[config.mk]
export PLATFORM = sky130hd
export DESIGN_NAME = mem_access_unit
export DESIGN_NICKNAME = d
export VERILOG_FILES = /design/src/rtl/mem_access_unit.sv
export SDC_FILE = /design/constraint.sdc
export NUM_CORES = 1
export LEC_CHECK = 0
export BUFFER_PORTS_ARGS = -buffer_cell sky130_fd_sc_hd__buf_2
export CAP_MARGIN = 20
export CORE_MARGIN = 3
export CORE_UTILIZATION = 44
export DETAILED_ROUTE_END_ITERATION = 8
export HOLD_SLACK_MARGIN = 0.06
export MAX_ROUTING_LAYER = met4
export PLACE_DENSITY = 0.77
export SLEW_MARGIN = 20
export SYNTH_ARGS = -nofsm -noshare
export SYNTH_HDL_FRONTEND = slang
export SYNTH_SLANG_ARGS = --single-unit
export TNS_END_PERCENT = 1
[constraint.sdc]
create_clock -name clk_i -period 2 [get_ports clk_i]
set_clock_uncertainty 0.05 [all_clocks]
set_input_delay 0.4 -clock clk_i [delete_from_list [all_inputs] [get_ports clk_i]]
set_output_delay 0.4 -clock clk_i [all_outputs]
set_load 0.01 [all_outputs]
[src/rtl/mem_access_unit.sv]
// MEM-stage data-memory access unit: drives a req/gnt/rvalid bus, stalls the
// pipeline until the access completes, and returns aligned, extended load data.
module mem_access_unit #(
   parameter int WIDTH     = 32,
   parameter int TIMEOUT   = 255,
   parameter int CNT_WIDTH = 8
) (
   input  logic             clk_i,
   input  logic             rst_n_i,
   input  logic             mem_read_i,
   input  logic             mem_write_i,
   input  logic [1:0]       mem_size_i,
   input  logic             mem_unsigned_i,
   input  logic [WIDTH-1:0] addr_i,
   input  logic [WIDTH-1:0] wdata_i,
   output logic [WIDTH-1:0] read_data_o,
   output logic             done_o,
   output logic             stall_o,
   output logic             misalign_o,
   output logic             bus_err_o,
   output logic             dmem_req_o,
   output logic             dmem_we_o,
   output logic [WIDTH-1:0] dmem_addr_o,
   output logic [3:0]       dmem_be_o,
   output logic [WIDTH-1:0] dmem_wdata_o,
   input  logic             dmem_gnt_i,
   input  logic             dmem_rvalid_i,
   input  logic [WIDTH-1:0] dmem_rdata_i
);
   localparam logic [1:0] S_IDLE = 2'd0;
   localparam logic [1:0] S_REQ  = 2'd1;
   localparam logic [1:0] S_WAIT = 2'd2;
   localparam logic [1:0] S_DONE = 2'd3;
   localparam logic [CNT_WIDTH-1:0] CNT_LAST = CNT_WIDTH'(TIMEOUT - 1);

   logic [1:0]           state_q, state_d;
   logic [CNT_WIDTH-1:0] cnt_q, cnt_d;
   logic                 we_q, uns_q;
   logic [1:0]           size_q, off_q;
   logic [WIDTH-1:0]     addr_q, wdata_q;
   logic [3:0]           be_q;
   logic                 done_q, done_d, err_q, err_d;
   logic [WIDTH-1:0]     rdata_q, rdata_d;

   logic             access, is_half, is_word, idle, start, timeout;
   logic [3:0]       be_c;
   logic [WIDTH-1:0] wdata_c, load_c;
   logic [7:0]       byte_lane;
   logic [15:0]      half_lane;

   assign access  = mem_read_i | mem_write_i;
   assign is_half = (mem_size_i == 2'b01);
   assign is_word = mem_size_i[1];
   assign idle    = (state_q == S_IDLE);
   assign misalign_o = idle & access &
                       ((is_half & addr_i[0]) | (is_word & (addr_i[1:0] != 2'b00)));
   assign start   = idle & access & ~misalign_o;
   // Counter value CNT_LAST marks the TIMEOUT-th cycle spent in REQ/WAIT.
   assign timeout = (cnt_q == CNT_LAST);

   always_comb begin
      be_c    = 4'b0001 << addr_i[1:0];
      wdata_c = {(WIDTH/8){wdata_i[7:0]}};
      if (is_word) begin
         be_c    = 4'b1111;
         wdata_c = wdata_i;
      end else if (is_half) begin
         be_c    = addr_i[1] ? 4'b1100 : 4'b0011;
         wdata_c = {(WIDTH/16){wdata_i[15:0]}};
      end
   end

   always_comb begin
      byte_lane = dmem_rdata_i[{off_q, 3'b000} +: 8];
      half_lane = off_q[1] ? dmem_rdata_i[31:16] : dmem_rdata_i[15:0];
      case (size_q)
         2'b00:   load_c = uns_q ? {{(WIDTH-8){1'b0}}, byte_lane}
                                 : {{(WIDTH-8){byte_lane[7]}}, byte_lane};
         2'b01:   load_c = uns_q ? {{(WIDTH-16){1'b0}}, half_lane}
                                 : {{(WIDTH-16){half_lane[15]}}, half_lane};
         default: load_c = dmem_rdata_i;
      endcase
   end

   always_comb begin
      state_d = state_q;
      cnt_d   = cnt_q;
      err_d   = 1'b0;
      rdata_d = '0;
      case (state_q)
         S_IDLE: if (start) begin
            state_d = S_REQ;
            cnt_d   = '0;
         end
         S_REQ: begin
            cnt_d = cnt_q + CNT_WIDTH'(1);
            if (timeout) begin
               state_d = S_DONE;
               err_d   = 1'b1;
            end else if (dmem_gnt_i) begin
               state_d = we_q ? S_DONE : S_WAIT;
            end
         end
         S_WAIT: begin
            cnt_d = cnt_q + CNT_WIDTH'(1);
            if (timeout) begin
               state_d = S_DONE;
               err_d   = 1'b1;
            end else if (dmem_rvalid_i) begin
               state_d = S_DONE;
               rdata_d = load_c;
            end
         end
         default: state_d = S_IDLE;
      endcase
      done_d = (state_d == S_DONE);
   end

   always_ff @(posedge clk_i or negedge rst_n_i) begin
      if (!rst_n_i) begin
         state_q <= S_IDLE;
         cnt_q   <= '0;
         done_q  <= 1'b0;
         err_q   <= 1'b0;
         rdata_q <= '0;
      end else begin
         state_q <= state_d;
         cnt_q   <= cnt_d;
         done_q  <= done_d;
         err_q   <= err_d;
         rdata_q <= rdata_d;
      end
   end

   // Request capture: a simultaneous read+write is a read.
   always_ff @(posedge clk_i or negedge rst_n_i) begin
      if (!rst_n_i) begin
         we_q    <= 1'b0;
         uns_q   <= 1'b0;
         size_q  <= 2'b00;
         off_q   <= 2'b00;
         addr_q  <= '0;
         be_q    <= 4'b0000;
         wdata_q <= '0;
      end else if (start) begin
         we_q    <= mem_write_i & ~mem_read_i;
         uns_q   <= mem_unsigned_i;
         size_q  <= mem_size_i;
         off_q   <= addr_i[1:0];
         addr_q  <= {addr_i[WIDTH-1:2], 2'b00};
         be_q    <= be_c;
         wdata_q <= wdata_c;
      end
   end

   assign stall_o      = start | (state_q == S_REQ) | (state_q == S_WAIT);
   assign dmem_req_o   = (state_q == S_REQ);
   assign dmem_we_o    = we_q;
   assign dmem_addr_o  = addr_q;
   assign dmem_be_o    = be_q;
   assign dmem_wdata_o = wdata_q;
   assign done_o       = done_q;
   assign bus_err_o    = err_q;
   assign read_data_o  = rdata_q;
endmodule

==> impl_metrics.toml, run 1 <==
[routing]
via_per_inst = 5.327
drt_wl_total_um = 13830
route.detailed.drc = 0
wl_per_cell_um = 16.18
dr.pass1.iters = 5
vias = 4555
drt-initial-drc-count = 366
drtAntennaViolNets = 0

[synth]
synthTopCellsByArea = "dfrtp_1 (55%), mux2_2 (6.8%), mux2_1 (4.1%), nand2_1 (4.0%), mux2i_1 (2.8%)"
syn_area_per_cell_sq_um = 11.04
synth-seq-cells = 116
synth_area_sq_um = 5279
synthTopCellsByCount = "dfrtp_1 (116), nand2_1 (56), mux2_2 (32), o21ai_0 (30), a21oi_1 (24)"
ys.flop_type = "dfrtp_1"
synth_enable_flop_cells = 0
yosysWarnings = 0
yosys.cell_count.top_type = "dfrtp_1"
synth_seq_area_share = 0.5499
synth_top_area_share = 0.5499
yosys.area.top_type = "dfrtp_1"
postSynthCellCount = 478
synth.distinct_cells = 43
synthArstFlopShare = 1.000

[min_path]
hold_class = "in2reg"
worstHoldStart = "addr_i[30]"

[place]
place.gp.congestion = 0.8859
placed_area_sq_um = 6518
dp_hpwl_um = 10400
numPortBuffers = 208

[worst_setup_path]
start_kind = "flip-flop"
crit_fanout = 5
r2r_setup_slack_ns = 0.14
rr_worst_depth = 7
setup.worst_path.end = "stall_o"
setup.worst_path.class = "reg2out"
rr_startpoint = "state_q[0]"
cp.arrival_ns = 1.52
timing.critical_path.from = "state_q[1]"
r2r_end = "read_data_o[17]"
required_ns = 1.55
worstSetupEndpointType = "output port"

[grt]
grt_usage = 0.2155
grt_pass1_wl_um = 21780
grt_max_degree = 56
antenna_found_initial = 1
grt_remaining_overflow = 0
grt_pass1_vias = 4506

[status]
status = "completed"

[timing]
max_freq_mhz = 506.7
finalHoldViolCount = 0
holdWs_ns = 0.1516
slew_violations = 0
period_share = 0.9868
worst_pin_slew_ns = 0.6490
setup_violations = 0
slew_headroom = 0.5674
rsz0062_at_grt = "yes"
tns_ns = 0
period_needed_ns = 1.974

[clocking]
clk_path_buf_depth = 2
htreeDepth = 4
numCtsBuffers = 17
cts.sinks = 116
cts_tree = "built"
clkTransAtPathRegs_ns = 0.05
root_buffer = "clkbuf_16"
insertion_delay_ns = 0.40

[pwr]
peakVddDrop_uv = 725.2
p_sw_mw = 3.813
pwr-share-comb = 0.374
p_int_mw = 7.264
seq_power_share = 0.344
power.share.switching = 0.3442
p_clk_frac = 0.283
power.density_nw_per_um2 = 1530
power.leakage_nw = 3.680

[floorplanning]
fp.dieArea_sq_um = 13350
num_rows = 39
die_w_um = 115.5
die_h_um = 115.5
coreArea_sq_um = 11560
io_pins = 211
initial_core_util = 0.4565

[final_layout]
nets = 809
fin_area_sq_um = 7238
drive_above_1_share = 0.4423
syn_to_final_growth_pct = 37.12

[run]
drv_cap = 0
==> logic make-up (layout without fill, tap and decap cells) <==
| family | after synthesis | after routing | share of synthesized area |
|---|---|---|---|
| fa+ha+maj | 7 | 7 | 0.01659 |
| other cells | 1 | 4 | 0.0007104 |
| mux | 66 | 66 | 0.1372 |
| simple gates | 115 | 115 | 0.09884 |
| buf+inv | 52 | 283 | 0.04266 |
| compound gates | 120 | 120 | 0.1524 |
| flops | 116 | 116 | 0.5499 |
| xor+xnor | 1 | 1 | 0.001659 |
==> worst max-delay path, cell delays in order, from the launching register on <==
cell,delay (ns)
dfrtp_2,0.40
inv_2,0.08
ha_4,0.16
o21a_1,0.19
nand3_4,0.09
nand2_2,0.09
buf_6,0.10
==> worst min-delay path by stage <==
stage / endpoint / slack [ns] / cells past startpoint
after global routing: dmem_addr_o[30] / 0.15 / 2
after CTS: dmem_addr_o[30] / 0.14 / 2
after global placement: bus_err_o / 0.33 / 1
after detailed placement: done_o / 0.34 / 1
final: dmem_addr_o[30] / 0.15 / 2
after floorplan: bus_err_o / 0.05 / 0
==> layout make-up <==
class | instances | area [sq um]
tap | 143 | 178.9
clock buffer | 25 | 505.5
multi-input combinational | 311 | 2188
clock inverter | 7 | 118.9
timing repair buffer | 231 | 1262
inverter | 20 | 75.07
fill | 906 | 4327
sequential | 116 | 2904
antenna | 2 | 5.005
==> routing by layer <==
metal | up-vias | GRT usage | wire length (um)
li1 | 2136 | - | -
met1 | 2168 | 0.2606 | 5612
met2 | 229 | 0.3476 | 6856
met3 | 22 | 0.05796 | 1118
met4 | 0 | 0.07981 | 242
met5 | - | - | 0
==> power groups by stage <==
stage          Combinational [mW]  Clock [mW]  Sequential [mW]
6_report                     4.14        3.13             3.81
5_1_grt                      4.56        3.31             3.92
4_1_cts                      4.16        3.19             3.81
3_5_place_dp                 3.95           0             3.83
3_3_place_gp                 3.82           0             3.79
2_1_floorplan                2.07           0             4.09
==> layout by cell type, fill, tap and decap left out, types with 18 or more instances in the layout <==
cell / synthesis / routed
buf_4: 2 / 20
buf_2: 12 / 206
a21oi_1: 24 / 24
inv_1: 20 / 18
mux2_1: 19 / 19
mux2_2: 32 / 32
nor2b_1: 20 / 20
nand2_1: 56 / 55
dfrtp_1: 116 / 115
o21ai_0: 30 / 30
nor2_1: 21 / 20
==> sequential cells by signal, indices dropped and copies added, names as in the netlist <==
signal        count
dmem_wdata_o     32
read_data_o      32
dmem_addr_o      30
cnt_q             8
dmem_be_o         4
off_q             2
size_q            2
state_q           2
bus_err_o         1
dmem_we_o         1
done_o            1
uns_q             1
==> stage by stage <==
step | power, mW | cells | setup WS, ns | util
6_report | 11.08 | 855 | 0.02640 | 0.6259
5_1_grt | 11.79 | 854 | -0.03900 | 0.6257
4_1_cts | 11.16 | 853 | 0.004062 | 0.6253
3_5_place_dp | 7.781 | 813 | 0.05498 | 0.5636
3_3_place_gp | 7.609 | 813 | 0.1501 | 0.5636
2_1_floorplan | 6.160 | 479 | 0.1023 | -
==> repair_timing <==
item / 4_1_cts / 5_1_grt
hold endpoints to repair: 31 / 0
gates resized for setup: 9 / 1
pin swaps: 2 / 0
setup buffers: 7 / 0
hold buffers: 1 / 0
endpoints found under the setup margin: 2 / 19
(Power assumes the default switching activity.)
==> inputs of run 2 (changes only) <==
Settings changed: ABC_AREA set to 1, PLACE_DENSITY 0.77 to 0.76.
==> impl_metrics.toml, run 2 <==
[pwr]
power.density_nw_per_um2 = 1524
power.leakage_nw = 4.075
seq_power_share = 0.337
pwr-share-comb = 0.397
p_sw_mw = 4.288
p_clk_frac = 0.266
peakVddDrop_uv = 748.2
power_mw = 11.07
p_int_mw = 6.785
power.share.switching = 0.3873

[grt]
grt_max_degree = 48
grt_usage = 0.2286
grt_pass1_wl_um = 23680
grt_remaining_overflow = 0
grt_pass1_vias = 4878
antenna_found_initial = 1

[timing]
finalHoldViolCount = 0
tns_ns = 0
slew_headroom = 0.6302
worst_pin_slew_ns = 0.5546
setup_violations = 0
period_share = 0.9704
slew_violations = 0
period_needed_ns = 1.941
fin_ws_ns = 0.05922
max_freq_mhz = 515.3

[floorplanning]
io_pins = 211
num_rows = 39
fp.dieArea_sq_um = 13630
initial_core_util = 0.4607
die_w_um = 116.7
die_h_um = 116.7
coreArea_sq_um = 11710

[synth]
synth-seq-cells = 116
synthTopCellsByArea = "dfrtp_1 (54%), nand2_1 (19%), nor2_1 (2.7%), o211ai_1 (2.6%), o21ai_0 (2.6%)"
synth_area_sq_um = 5395
synth_top_area_share = 0.5380
synth_enable_flop_cells = 0
synthArstFlopShare = 1.000
yosysWarnings = 0
synthTopCellsByCount = "nand2_1 (270), dfrtp_1 (116), nor2_1 (39), inv_1 (30), o21ai_0 (28)"
synth.distinct_cells = 37
synth_seq_area_share = 0.5380
ys.flop_type = "dfrtp_1"
syn_area_per_cell_sq_um = 8.404
yosys.area.top_type = "dfrtp_1"
yosys.cell_count.top_type = "nand2_1"
postSynthCellCount = 642

[worst_setup_path]
cp.buffers_inverters = 3
cpPeakStageDelay_ns = 0.40
worstSetupEndpointType = "output port"
setup.worst_path.class = "reg2out"
cp.arrival_ns = 1.49
start_kind = "flip-flop"
cpMaxStageDelayCell = "dfrtp_1"
crit_fanout = 5
cp_cell_sequence = "inv_2 > ha_4 > inv_2 > nor2_4 > nand2_4 > nand2_4 > buf_6"
required_ns = 1.55
crit_family = "flip-flops"

[clocking]
clkTransAtPathRegs_ns = 0.06
root_buffer = "clkbuf_16"
clk_path_buf_depth = 2
cts_tree = "built"
numCtsBuffers = 17
cts.sinks = 116
insertion_delay_ns = 0.41
htreeDepth = 4

[status]
status = "completed"

[routing]
drtAntennaViolNets = 0
vias = 4993
drt-initial-drc-count = 277
wl_per_cell_um = 14.82
via_per_inst = 4.890
drt_wl_total_um = 15130
route.detailed.drc = 0
dr.pass1.iters = 4

[place]
dp_hpwl_um = 11140
dp_slack_ns = 0.08577
place_inst = 982
place.gp.congestion = 0.8976
numPortBuffers = 208

[final_layout]
nets = 975
final_core_util = 0.6204
layout_commonest_cell = "nand2_1"
syn_to_final_growth_pct = 34.67
final_cell_mix = "nand2_1 (269), buf_2 (206), dfrtp_1 (116)"
fin_cells = 1021
drive_above_1_share = 0.3539
nFillCells = 1006

[min_path]
hold_class = "in2reg"

[run]
drv_cap = 0
==> run 2: power groups by stage <==
stage          Clock [mW]  Combinational, mW  Sequential (mW)
2_1_floorplan           0               2.31             4.04
3_3_place_gp            0               4.12             3.73
3_5_place_dp            0               4.21             3.74
4_1_cts              3.00               4.31             3.72
5_1_grt              3.11               4.93             3.83
6_report             2.95               4.40             3.73
==> run 2: layout make-up <==
class | count | area [sq um] | area share
Antenna cell | 2 | 5.005 | 0.0006888
Sequential cell | 116 | 2903 | 0.3995
Clock buffer | 17 | 425.4 | 0.05855
Inverter | 36 | 140.1 | 0.01929
Timing Repair Buffer | 232 | 1257 | 0.1731
Clock inverter | 15 | 157.7 | 0.02170
Tap cell | 143 | 178.9 | 0.02463
Multi-Input combinational cell | 460 | 2198 | 0.3026
==> run 2: worst min-delay path: stages <==
cell and delay (ns):
buf_2 0.07, nand2_1 0.04, nand2_1 0.04
==> run 2: timing repair <==
| item | in CTS | in global routing |
|---|---|---|
| resized for setup | 9 | 8 |
| hold endpoints to repair | 32 | 0 |
| endpoints found under the setup margin | 2 | 2 |
| pin swaps | 0 | 4 |
| buffers inserted | 2 | 2 |
| hold buffers | 1 | 0 |
==> run 2: stage by stage <==
step / instance area, sq um / hold slack, ns
final: 7266 / 0.1341
after global routing: 7263 / 0.1242
after CTS: 7201 / 0.1151
after detailed placement: 6570 / 0.3434
after global placement: 6570 / 0.3372
after floorplan: 5399 / 0.05441
==> run 2: metal layers <==
metal  GRT usage  routed length (um)  up-vias
met2      0.3572                7467      184
met4     0.08869                 141        0
li1            -                   -     2479
met3     0.06062                1127       12
met1      0.2844                6398     2318
met5           -                   0        -
==> run 2: path summary, 6_finish.rpt <==
path,from,endpoint,slack [ns],depth (start not counted)
max,state_q[1],stall_o,0.06,7
min,addr_i[22],dmem_addr_o[22],0.13,3
max reg2reg,state_q[1],dmem_addr_o[20],0.13,10
min reg2reg,dmem_addr_o[31],dmem_addr_o[31],0.42,2
max in group asynchronous,rst_n_i,dmem_wdata_o[11],0.84,3
min in group asynchronous,rst_n_i,read_data_o[16],0.45,2
==> run 2: kinds of logic (layout without fill, tap and decap cells) <==
| group | Yosys count | in the layout | share of synthesized area |
|---|---|---|---|
| compound gates | 75 | 75 | 0.08442 |
| xor+xnor | 2 | 2 | 0.003247 |
| other cells | 1 | 4 | 0.0006951 |
| buf+inv | 67 | 300 | 0.06656 |
| fa+ha+maj | 7 | 7 | 0.01623 |
| flops | 116 | 116 | 0.5380 |
| simple gates | 374 | 374 | 0.2908 |
==> inputs of run 3 (changes only) <==
Settings changed: CORE_MARGIN 3 to 2.
==> impl_metrics.toml, run 3 (synthesis gave the netlist of run 2 again) <==
[status]
status = "completed"

[final_layout]
final_cell_mix = "nand2_1 (270), buf_2 (207), dfrtp_1 (116)"
layout_commonest_cell = "nand2_1"
nFillCells = 1058
nets = 969
antenna_cells = 0
fin_area_sq_um = 7233
syn_to_final_growth_pct = 34.07
final_core_util = 0.6022
fin_cells = 1017
drive_above_1_share = 0.3471

[timing]
max_freq_mhz = 501.5
tns_ns = 0
period_needed_ns = 1.994
fin_ws_ns = 0.005796
period_share = 0.9971
worst_pin_slew_ns = 0.5405
setup_violations = 0
slew_headroom = 0.6396
slew_violations = 0
finalHoldViolCount = 0
rsz0062_at_grt = "yes"

[grt]
antenna_found_initial = 0
grt_usage = 0.2265
grt_remaining_overflow = 0
grt_max_degree = 45
grt_pass1_vias = 4647
grt_pass1_wl_um = 22710

[place]
place_inst = 979
placed_area_sq_um = 6548
dp_hpwl_um = 10410
place.gp.congestion = 0.8950
numPortBuffers = 208
dp_slack_ns = 0.04386

[worst_setup_path]
setup.worst_path.class = "reg2out"
cpPeakStageDelay_ns = 0.39
cpMaxStageDelayCell = "dfrtp_1"
crit_family = "flip-flops"
cp.arrival_ns = 1.54
start_kind = "flip-flop"
required_ns = 1.55
crit_fanout = 4
cp_cell_sequence = "inv_2 > ha_4 > inv_2 > nor3_2 > buf_2"
cp.buffers_inverters = 3
cpMostUsedCell = "inv_2"
worstSetupEndpointType = "output port"

[routing]
drt-initial-drc-count = 391
vias = 5042
via_per_inst = 4.958
route.detailed.drc = 0
dr.pass1.iters = 6
wl_per_cell_um = 14.30
drt_wl_total_um = 14540
drtAntennaViolNets = 0

[clocking]
insertion_delay_ns = 0.40
root_buffer = "clkbuf_16"
clk_path_buf_depth = 2
numCtsBuffers = 17
clkTransAtPathRegs_ns = 0.06
cts.sinks = 116
cts_tree = "built"
htreeDepth = 4

[floorplanning]
initial_core_util = 0.4492
num_rows = 40
io_pins = 211
die_w_um = 114.7
coreArea_sq_um = 12010
die_h_um = 114.7
fp.dieArea_sq_um = 13160

[pwr]
p_clk_frac = 0.276
seq_power_share = 0.337
p_int_mw = 6.814
p_sw_mw = 4.260
power.leakage_nw = 4.052
power.density_nw_per_um2 = 1531
peakVddDrop_uv = 723.5
pwr-share-comb = 0.387
power.share.switching = 0.3847

[run]
drv_cap = 0

[min_path]
hold_class = "in2reg"
-- run 3: through the flow --
stage | power (mW) | hold slack [ns]
CTS | 11.09 | 0.1182
global placement | 7.810 | 0.2857
floorplan | 6.353 | 0.05441
finish | 11.07 | 0.1355
detailed placement | 7.870 | 0.2790
global route | 11.76 | 0.1245
-- run 3: tightest hold or removal path: cells and delay by family --
| family | cells | cell delay [ns] |
|---|---|---|
| simple gates | 2 | 0.08 |
| buf+inv | 1 | 0.07 |
-- run 3: per-layer routing --
metal / vias to the layer above / GRT usage / part of all wire / wire length [um]
li1: 2461 / - / - / -
met1: 2340 / 0.2906 / 0.42 / 6098
met2: 216 / 0.3554 / 0.48 / 7048
met3: 25 / 0.05113 / 0.071 / 1031
met4: 0 / 0.08112 / 0.025 / 365
met5: - / - / 0 / 0
-- run 3: power groups by stage --
| stage | Clock [mW] | Combinational [mW] | Sequential, mW |
|---|---|---|---|
| 6_report | 3.06 | 4.29 | 3.73 |
| 5_1_grt | 3.19 | 4.75 | 3.83 |
| 4_1_cts | 3.10 | 4.26 | 3.73 |
| 3_5_place_dp | 0 | 4.13 | 3.74 |
| 3_3_place_gp | 0 | 4.06 | 3.75 |
| 2_1_floorplan | 0 | 2.31 | 4.04 |
-- run 3: timing repair --
action | in CTS | in global routing
resized for setup | 6 | 4
pin swaps | 1 | 1
hold buffers | 1 | 0
endpoints found under the setup margin | 2 | 2
endpoints found under the hold margin | 22 | 0
setup buffers | 4 | 1
-- run 3: cell type report --
class	instances	area [sq um]	area share
clock buffer	19	452.9	0.06262
timing repair buffer	226	1231	0.1702
clock inverter	13	150.1	0.02076
tap	147	183.9	0.02543
inverter	36	140.1	0.01937
multi-input combinational	460	2172	0.3003
sequential	116	2903	0.4013
-- run 3: path summary, 6_finish.rpt --
| check | from | end | slack (ns) | cells after the start |
|---|---|---|---|---|
| max | state_q[1] | misalign_o | 0.006 | 5 |
| min | addr_i[8] | dmem_addr_o[8] | 0.14 | 3 |
| max reg2reg | size_q[1] | read_data_o[17] | 0.14 | 9 |
| min reg2reg | dmem_addr_o[21] | dmem_addr_o[21] | 0.43 | 2 |
| max in group asynchronous | rst_n_i | cnt_q[6] | 0.95 | 3 |
| min in group asynchronous | rst_n_i | dmem_addr_o[5] | 0.40 | 2 |
